**config.mk**
```make
export PLATFORM = sky130hd
export DESIGN_NAME = pipeline_hazard_controller
export DESIGN_NICKNAME = d
export VERILOG_FILES = /design/src/rtl/pipeline_hazard_controller.sv
export SDC_FILE = /design/constraint.sdc
export NUM_CORES = 1
export LEC_CHECK = 0
export CORE_MARGIN = 2
export CORE_UTILIZATION = 55
export DETAILED_ROUTE_END_ITERATION = 8
export PLACE_DENSITY = 0.92
export SYNTH_ARGS = -nofsm -noshare
export SYNTH_HDL_FRONTEND = slang
export SYNTH_SLANG_ARGS = --single-unit
```
**constraint.sdc**
```tcl
create_clock -name clk -period 7.6 [get_ports clk]
set_input_delay 1.9 -clock clk [delete_from_list [all_inputs] [get_ports clk]]
set_output_delay 1.9 -clock clk [all_outputs]
set_load 0.02 [all_outputs]
```
**src/rtl/pipeline_hazard_controller.sv**
```systemverilog
// rtl/pipeline_hazard_controller.sv - pipeline stall/flush/memory-wait sequencing controller
module pipeline_hazard_controller #(
  parameter int FLUSH_CYCLES = 1,
  parameter int MEM_TIMEOUT  = 255,
  parameter int CNT_W        = 16
) (
  input  logic             clk,
  input  logic             reset,
  input  logic [4:0]       id_rs1,
  input  logic [4:0]       id_rs2,
  input  logic             id_uses_rs1,
  input  logic             id_uses_rs2,
  input  logic             ex_mem_read,
  input  logic [4:0]       ex_rd,
  input  logic             ex_branch_taken,
  input  logic             dmem_req,
  input  logic             dmem_ready,
  input  logic             err_clear,
  input  logic             stat_clear,
  output logic             pc_enable,
  output logic             if_id_enable,
  output logic             id_ex_enable,
  output logic             ex_mem_enable,
  output logic             mem_wb_enable,
  output logic             if_id_flush,
  output logic             id_ex_flush,
  output logic [1:0]       state,
  output logic [CNT_W-1:0] stall_count,
  output logic             mem_timeout
);

  typedef enum logic [1:0] {
    RUN      = 2'b00,
    FLUSH    = 2'b01,
    MEM_WAIT = 2'b10
  } state_t;

  localparam logic [1:0]  FLUSH_RELOAD = 2'(FLUSH_CYCLES - 1);
  localparam logic [15:0] TIMEOUT      = 16'(MEM_TIMEOUT);

  state_t      cur, nxt;
  logic [1:0]  flush_cnt, flush_nxt;
  logic [15:0] wait_cnt, wait_nxt;
  logic        mem_hold, load_use, wait_expired, mem_done, set_timeout;
  logic        pc_en, if_id_en, back_en, if_id_fl, id_ex_fl;

  assign mem_hold     = dmem_req & ~dmem_ready;
  assign load_use     = ex_mem_read & (ex_rd != 5'd0) &
                        ((id_uses_rs1 & (id_rs1 == ex_rd)) | (id_uses_rs2 & (id_rs2 == ex_rd)));
  assign wait_expired = (wait_cnt == TIMEOUT);
  // A dropped request is treated the same as a completed one.
  assign mem_done     = ~mem_hold | wait_expired;
  assign set_timeout  = (cur == MEM_WAIT) & mem_hold & wait_expired;

  always_comb begin
    pc_en     = 1'b1;
    if_id_en  = 1'b1;
    back_en   = 1'b1;
    if_id_fl  = 1'b0;
    id_ex_fl  = 1'b0;
    nxt       = cur;
    flush_nxt = flush_cnt;
    wait_nxt  = wait_cnt;
    if (cur == MEM_WAIT && !mem_done) begin
      pc_en    = 1'b0;
      if_id_en = 1'b0;
      back_en  = 1'b0;
      wait_nxt = wait_cnt + 16'd1;
    end else if (cur != MEM_WAIT && mem_hold) begin
      pc_en    = 1'b0;
      if_id_en = 1'b0;
      back_en  = 1'b0;
      nxt      = MEM_WAIT;
      wait_nxt = 16'd1;
    end else if (cur == FLUSH) begin
      if_id_fl = 1'b1;
      if (ex_branch_taken) begin
        id_ex_fl  = 1'b1;
        flush_nxt = FLUSH_RELOAD;
        nxt       = (FLUSH_RELOAD != 2'd0) ? FLUSH : RUN;
      end else begin
        flush_nxt = flush_cnt - 2'd1;
        nxt       = (flush_cnt <= 2'd1) ? RUN : FLUSH;
      end
    end else begin
      // RUN, or the cycle a memory wait completes: ordinary hazard rules apply.
      if (cur == MEM_WAIT)
        nxt = (flush_cnt != 2'd0) ? FLUSH : RUN;
      if (ex_branch_taken) begin
        if_id_fl  = 1'b1;
        id_ex_fl  = 1'b1;
        flush_nxt = FLUSH_RELOAD;
        nxt       = (FLUSH_RELOAD != 2'd0) ? FLUSH : RUN;
      end else if (load_use) begin
        pc_en    = 1'b0;
        if_id_en = 1'b0;
        id_ex_fl = 1'b1;
      end
    end
  end

  // In reset the outputs look like an idle RUN cycle regardless of inputs.
  assign pc_enable     = ~reset | pc_en;
  assign if_id_enable  = ~reset | if_id_en;
  assign id_ex_enable  = ~reset | back_en;
  assign ex_mem_enable = ~reset | back_en;
  assign mem_wb_enable = ~reset | back_en;
  assign if_id_flush   = reset & if_id_fl;
  assign id_ex_flush   = reset & id_ex_fl;
  assign state         = cur;

  always_ff @(negedge clk or negedge reset) begin
    if (!reset) begin
      cur         <= RUN;
      flush_cnt   <= 2'd0;
      wait_cnt    <= 16'd0;
      stall_count <= '0;
      mem_timeout <= 1'b0;
    end else begin
      cur       <= nxt;
      flush_cnt <= flush_nxt;
      wait_cnt  <= wait_nxt;
      if (stat_clear)
        stall_count <= '0;
      else if (!pc_en && stall_count != '1)
        stall_count <= stall_count + 1'b1;
      if (set_timeout)
        mem_timeout <= 1'b1;
      else if (err_clear)
        mem_timeout <= 1'b0;
    end
  end

endmodule

```
; Yosys cells after proc, flatten, opt, wreduce, memory -nomap -nowiden
; Index checks and enable logic that the tools add are counted.
; Widths: inputs -> output; s select.
[totals]
reg_bits = 37
latch_bits = 0
ramBits = 0
mem_bits_ro = 0
inputBits = 25
output_inout_bits = 26
memories = 0
[classes]
add_sub_neg = 3
n_mul = 0
div_mod_pow = 0
order_cmp = 1
eq_ne = 7
shift = 0
muxes = 32
n_bitwise = 18
reduce_logical = 14
[op_table]
columns = cell, n
row1 = $mux 16, 4
row2 = $add 16x1->16 const B, 2
row3 = $mux 1, 21
row4 = $eq 16x8->1 const B, 1
row5 = $ne 16x16->1 const B, 1
row6 = $mux 2, 7
row7 = $eq 5x5->1, 2
row8 = $reduce_bool 2->1, 5
row9 = $and 1x1->1, 9
row10 = $not 1->1, 5
row11 = $reduce_bool 5->1, 1
row12 = $or 1x1->1, 4
row13 = $reduce_bool 4->1, 1
row14 = $logic_and 1x1->1, 3
row15 = $reduce_and 3->1, 1
row16 = $eq 2x1->1 const B, 1
row17 = $eq 2x2->1 const B, 1
row18 = $le 2x1->1 const B, 1
row19 = $logic_not 1->1, 2
row20 = $ne 2x2->1 const B, 1
row21 = $reduce_and 2->1, 1
row22 = $sub 2x1->2 const B, 1

; Depth between registers and ports, before layout
[logic_depth]
word_depth = 13
ltp_mapped = 8

==> results.txt <==
The logs give 0 for the count of final max-slew check failures and 6 for the length of the first detailed-routing pass in iterations. For the met1 track demand over resource in global routing, the log shows 0.337. The combinational cell fraction of total power is 0.172, and the count of flip-flops with a built-in enable after synthesis is 0.

The Yosys step of the flow raised 0 warnings. TritonCTS created 5 clock buffers. Remaining number of nets flagged by the antenna check after routing: 0.

OpenSTA, run right after detailed placement, puts the worst setup slack at -353 ps. Measured along the y axis, the die boundary spans 68.8 um. The final reports fail on setup timing.

The logs give 0.535 for the routing usage on met2 and 0.0844 mV for the maximum vdd drop. The core area is 4030 sq um, and the placed wire-length estimate after detailed placement is 4300 um. The path class of the tightest hold or removal check is reg2reg. Setup repair after global routing could not meet its margin everywhere. The initialized floorplan defines 23 standard-cell rows. The chip width is 68.8 um.

In the routed design, unresolved DRC markers number 0. After filler insertion, the fill cell instance count of the layout stands at 225. The library cell used most frequently in the layout, excluding fill and tap cells, is sky130_fd_sc_hd__buf_4. The final layout contains 366 nets.

Overall power consumption after layout is estimated at 415 uW. In this run the worst path has a maximum fanout of 2. For the share of total power in the clock network, the log shows 0.331.

The tools report the sequential element share of the synthesized area as 0.401. The worst hold path passes through 2 cells. Across the run, the number of max-cap violations was 0. The number of nets handed over by synthesis was 282. Across the routed clock network, the largest skew measured is 7.35 ps. Depth of the CTS H-tree: 2. The critical path goes through and4_4, nand4_4, o31a_4, a21oi_4, nand2b_4, buf_6. The via density per instance was 6.23; the sequential fraction of design power was 0.498.

In this run the critical register-to-register path is captured at stall_count[7]. Compared with the post-synthesis result, the final layout area differs by 41.7%. Switching share of power: 0.276.

STA classifies the critical path startpoint as a flop. The clock drives 37 sinks. The tools report the global-route met3 utilization as 0.0617. For the wire length after detailed routing, the log shows 6830 um. The floorplan step defined a die boundary enclosing 4730 sq um. The antenna diode instance count came out at 0.

The measured slew at the worst slew-check pin is 939 ps, and the clock edge transition at the registers on the reported setup and hold paths is 50 ps. The worst min-delay path startpoint is flush_cnt[1]. For the worst flop-to-flop path, the logic depth is 7. The register-to-register path setup slack is 4890 ps, and the global placer's final weighted congestion is 0.871. The worst hold path terminates at flush_cnt[1]. For this design the top-level I/O count stands at 51. The internal portion of the total power is 301 uW. Data arrives at the worst endpoint at 5740 ps. The average routed wire per standard cell was 17.6 um. The detailed router placed 2417 vias in this run. Entering global routing, the biggest net connects 41 pins. Most used routing layer in global routing: met2.

The largest single stage delay on the critical path is 420 ps. In this run, post-CTS hold repair placed 0 buffers. The flow ran to the end, but the final reports show violations.

Power per standard cell area: 127 nW/um^2. The logs give 2310 sq um for the summed instance area of the synthesized netlist and 5700 ps for the required time at the worst-slack endpoint. The starting DRC count in detailed routing was 174. The setup slack of the critical path after layout is -35.4 ps. Leaving out fill and tap cells, the most frequent cells in the layout are sky130_fd_sc_hd__buf_4 (38), sky130_fd_sc_hd__dfrtn_1 (37), sky130_fd_sc_hd__nor2_1 (31), sky130_fd_sc_hd__clkdlybuf4s50_1 (30), sky130_fd_sc_hd__xnor2_1 (19). The type of the setup path with the least slack was reg2out. On the critical path the largest part of the delay comes from simple AND/OR/NAND/NOR gates. The switching component of the power came out at 115 uW.

Number of hold-slack violations in the final timing report: 0. Effective utilization at floorplan: 0.573. TritonCTS built the clock tree.

In this run, distinct cell masters in the synthesized netlist total 49. The static power due to leakage is 1.45 nW, and the global-route wire length before repair is 10700 um. The later pin in the worst-skew pair is clocked with a latency of 300 ps. The synthesized flop and latch total was 37; the residual overflow from global routing was 0. Each instance of the synthesized netlist takes up on average 9.12 sq um.

In this run the tool buffered the top-level ports with 50 buffer cells. Setup violations remaining at the end of the flow were counted as 5. The share of layout cells above drive strength 1 came out at 0.219. Async set-reset flop share out of synthesis: 1.00. The tree is rooted in a sky130_fd_sc_hd__clkbuf_8. The sort of element at the end of the critical path is an output port. For the relative max-transition margin, the log shows 0.374. The cell with the largest stage delay on the worst path was sky130_fd_sc_hd__dfrtn_1. Synthesized netlist cell count: 253. The global router's overall resource usage is 0.304, and the initial antenna violation count is 0. In the synthesized netlist the dominant register cell turns out to be sky130_fd_sc_hd__dfrtn_1. The via count of the first global-routing pass is 2404, and the maximum clock path buffer count is 2.

The reg-to-reg critical path startpoint was stall_count[1]. The buffers plus inverters on the worst setup path came out at 1.
## metrics by stage
| stage | cell area [sq um] | TNS, ps | util | hold slack, ps | std cells |
|---|---|---|---|---|---|
| 5_1_grt | 3270 | -465 | 0.812 | 552 | 388 |
| 2_1_floorplan | 2330 | 0 | - | 423 | 253 |
| 3_3_place_gp | 3080 | -4560 | 0.763 | 455 | 376 |
| 6_report | 3270 | -91.4 | 0.812 | 510 | 388 |
| 3_5_place_dp | 3080 | -5590 | 0.763 | 490 | 376 |
| 4_1_cts | 3190 | -80.7 | 0.793 | 490 | 386 |
## sequential cells by signal (all words and copies together), names as in the netlist
signal       flops
flush_cnt        2
stall_count     16
wait_cnt        16
mem_timeout      1
state            2
## tightest hold or removal path, stage by stage (launching register included)
cell                      delay [ps]
sky130_fd_sc_hd__dfrtn_1         400
sky130_fd_sc_hd__o21ai_0         100
sky130_fd_sc_hd__o41ai_1          90
## worst max path at each step
stage / to / startpoint / cells past startpoint / slack (ps)
final: if_id_enable / wait_cnt[4] / 6 / -40
after global routing: id_ex_flush / wait_cnt[14] / 7 / -110
after CTS: id_ex_flush / wait_cnt[15] / 7 / -30
after floorplan: pc_enable / wait_cnt[0] / 8 / 5
after detailed placement: stall_count[14] / ex_rd[1] / 7 / -350
after global placement: stall_count[14] / ex_rd[1] / 7 / -310
## power by group through the flow
stage | Combinational [mW] | Sequential [mW] | Clock (mW)
floorplan | 0.0286 | 0.210 | 0
global placement | 0.0648 | 0.208 | 0
detailed placement | 0.0676 | 0.208 | 0
CTS | 0.0699 | 0.206 | 0.137
global route | 0.0766 | 0.207 | 0.145
finish | 0.0713 | 0.207 | 0.137
## routing by layer
layer | up-vias | wire length (um)
li1 | 1084 | -
met1 | 1166 | 2530
met2 | 139 | 3540
met3 | 28 | 496
met4 | 0 | 264
met5 | - | 0
## synthesized netlist by cell type (2+ instances only)
cell,count,share of area
sky130_fd_sc_hd__dfrtn_1,37,0.40
sky130_fd_sc_hd__nor2_1,32,0.052
sky130_fd_sc_hd__xnor2_1,19,0.072
sky130_fd_sc_hd__a21oi_1,16,0.035
sky130_fd_sc_hd__nand2_1,15,0.024
sky130_fd_sc_hd__nand3_1,13,0.028
sky130_fd_sc_hd__or4_1,9,0.029
sky130_fd_sc_hd__inv_1,8,0.013
sky130_fd_sc_hd__nor3_1,8,0.017
sky130_fd_sc_hd__o31ai_1,8,0.026
sky130_fd_sc_hd__nand4_1,7,0.019
sky130_fd_sc_hd__o21ai_0,7,0.015
sky130_fd_sc_hd__clkbuf_1,6,0.0098
sky130_fd_sc_hd__nor2b_1,6,0.016
sky130_fd_sc_hd__and3_1,5,0.014
sky130_fd_sc_hd__nor4_1,5,0.014
sky130_fd_sc_hd__ha_1,4,0.022
sky130_fd_sc_hd__mux2_1,4,0.020
sky130_fd_sc_hd__nand2b_1,4,0.011
sky130_fd_sc_hd__buf_4,3,0.0098
sky130_fd_sc_hd__xor2_1,3,0.011
sky130_fd_sc_hd__a22o_1,2,0.0076
sky130_fd_sc_hd__buf_6,2,0.0098
sky130_fd_sc_hd__nor4_2,2,0.011
sky130_fd_sc_hd__o21ai_1,2,0.0043
sky130_fd_sc_hd__o22ai_1,2,0.0054
sky130_fd_sc_hd__o41ai_1,2,0.0076
## timing repair
item | in CTS | in global routing
resized for setup | 48 | 17
gates cloned | 0 | 0
setup buffers | 2 | 2
pin swaps | 6 | 14
setup endpoints to repair | 11 | 14
endpoints found under the hold margin | 0 | 0
## logic make-up (layout without fill, tap and decap cells)
family,after synthesis,in the layout,synth area share
AOI/OAI and AO/OA,48,48,0.146
xor gates and xnor gates,22,22,0.0835
adders and majority gates,4,4,0.0217
buffers and inverters,20,105,0.0444
DFF,37,37,0.401
muxes,6,6,0.0309
and+or+nand+nor,116,116,0.273
## layout make-up
class	instances	area (sq um)	share of cell area
clock inverters	2	10.0	0.00306
multi-input cells	196	1350	0.414
clock buffers	6	72.6	0.0222
well taps	50	62.6	0.0191
inverters	8	30.0	0.00918
repair buffers	89	816	0.249
flip-flops and latches	37	926	0.283
No activity file was read; power rests on OpenSTA's default activity.
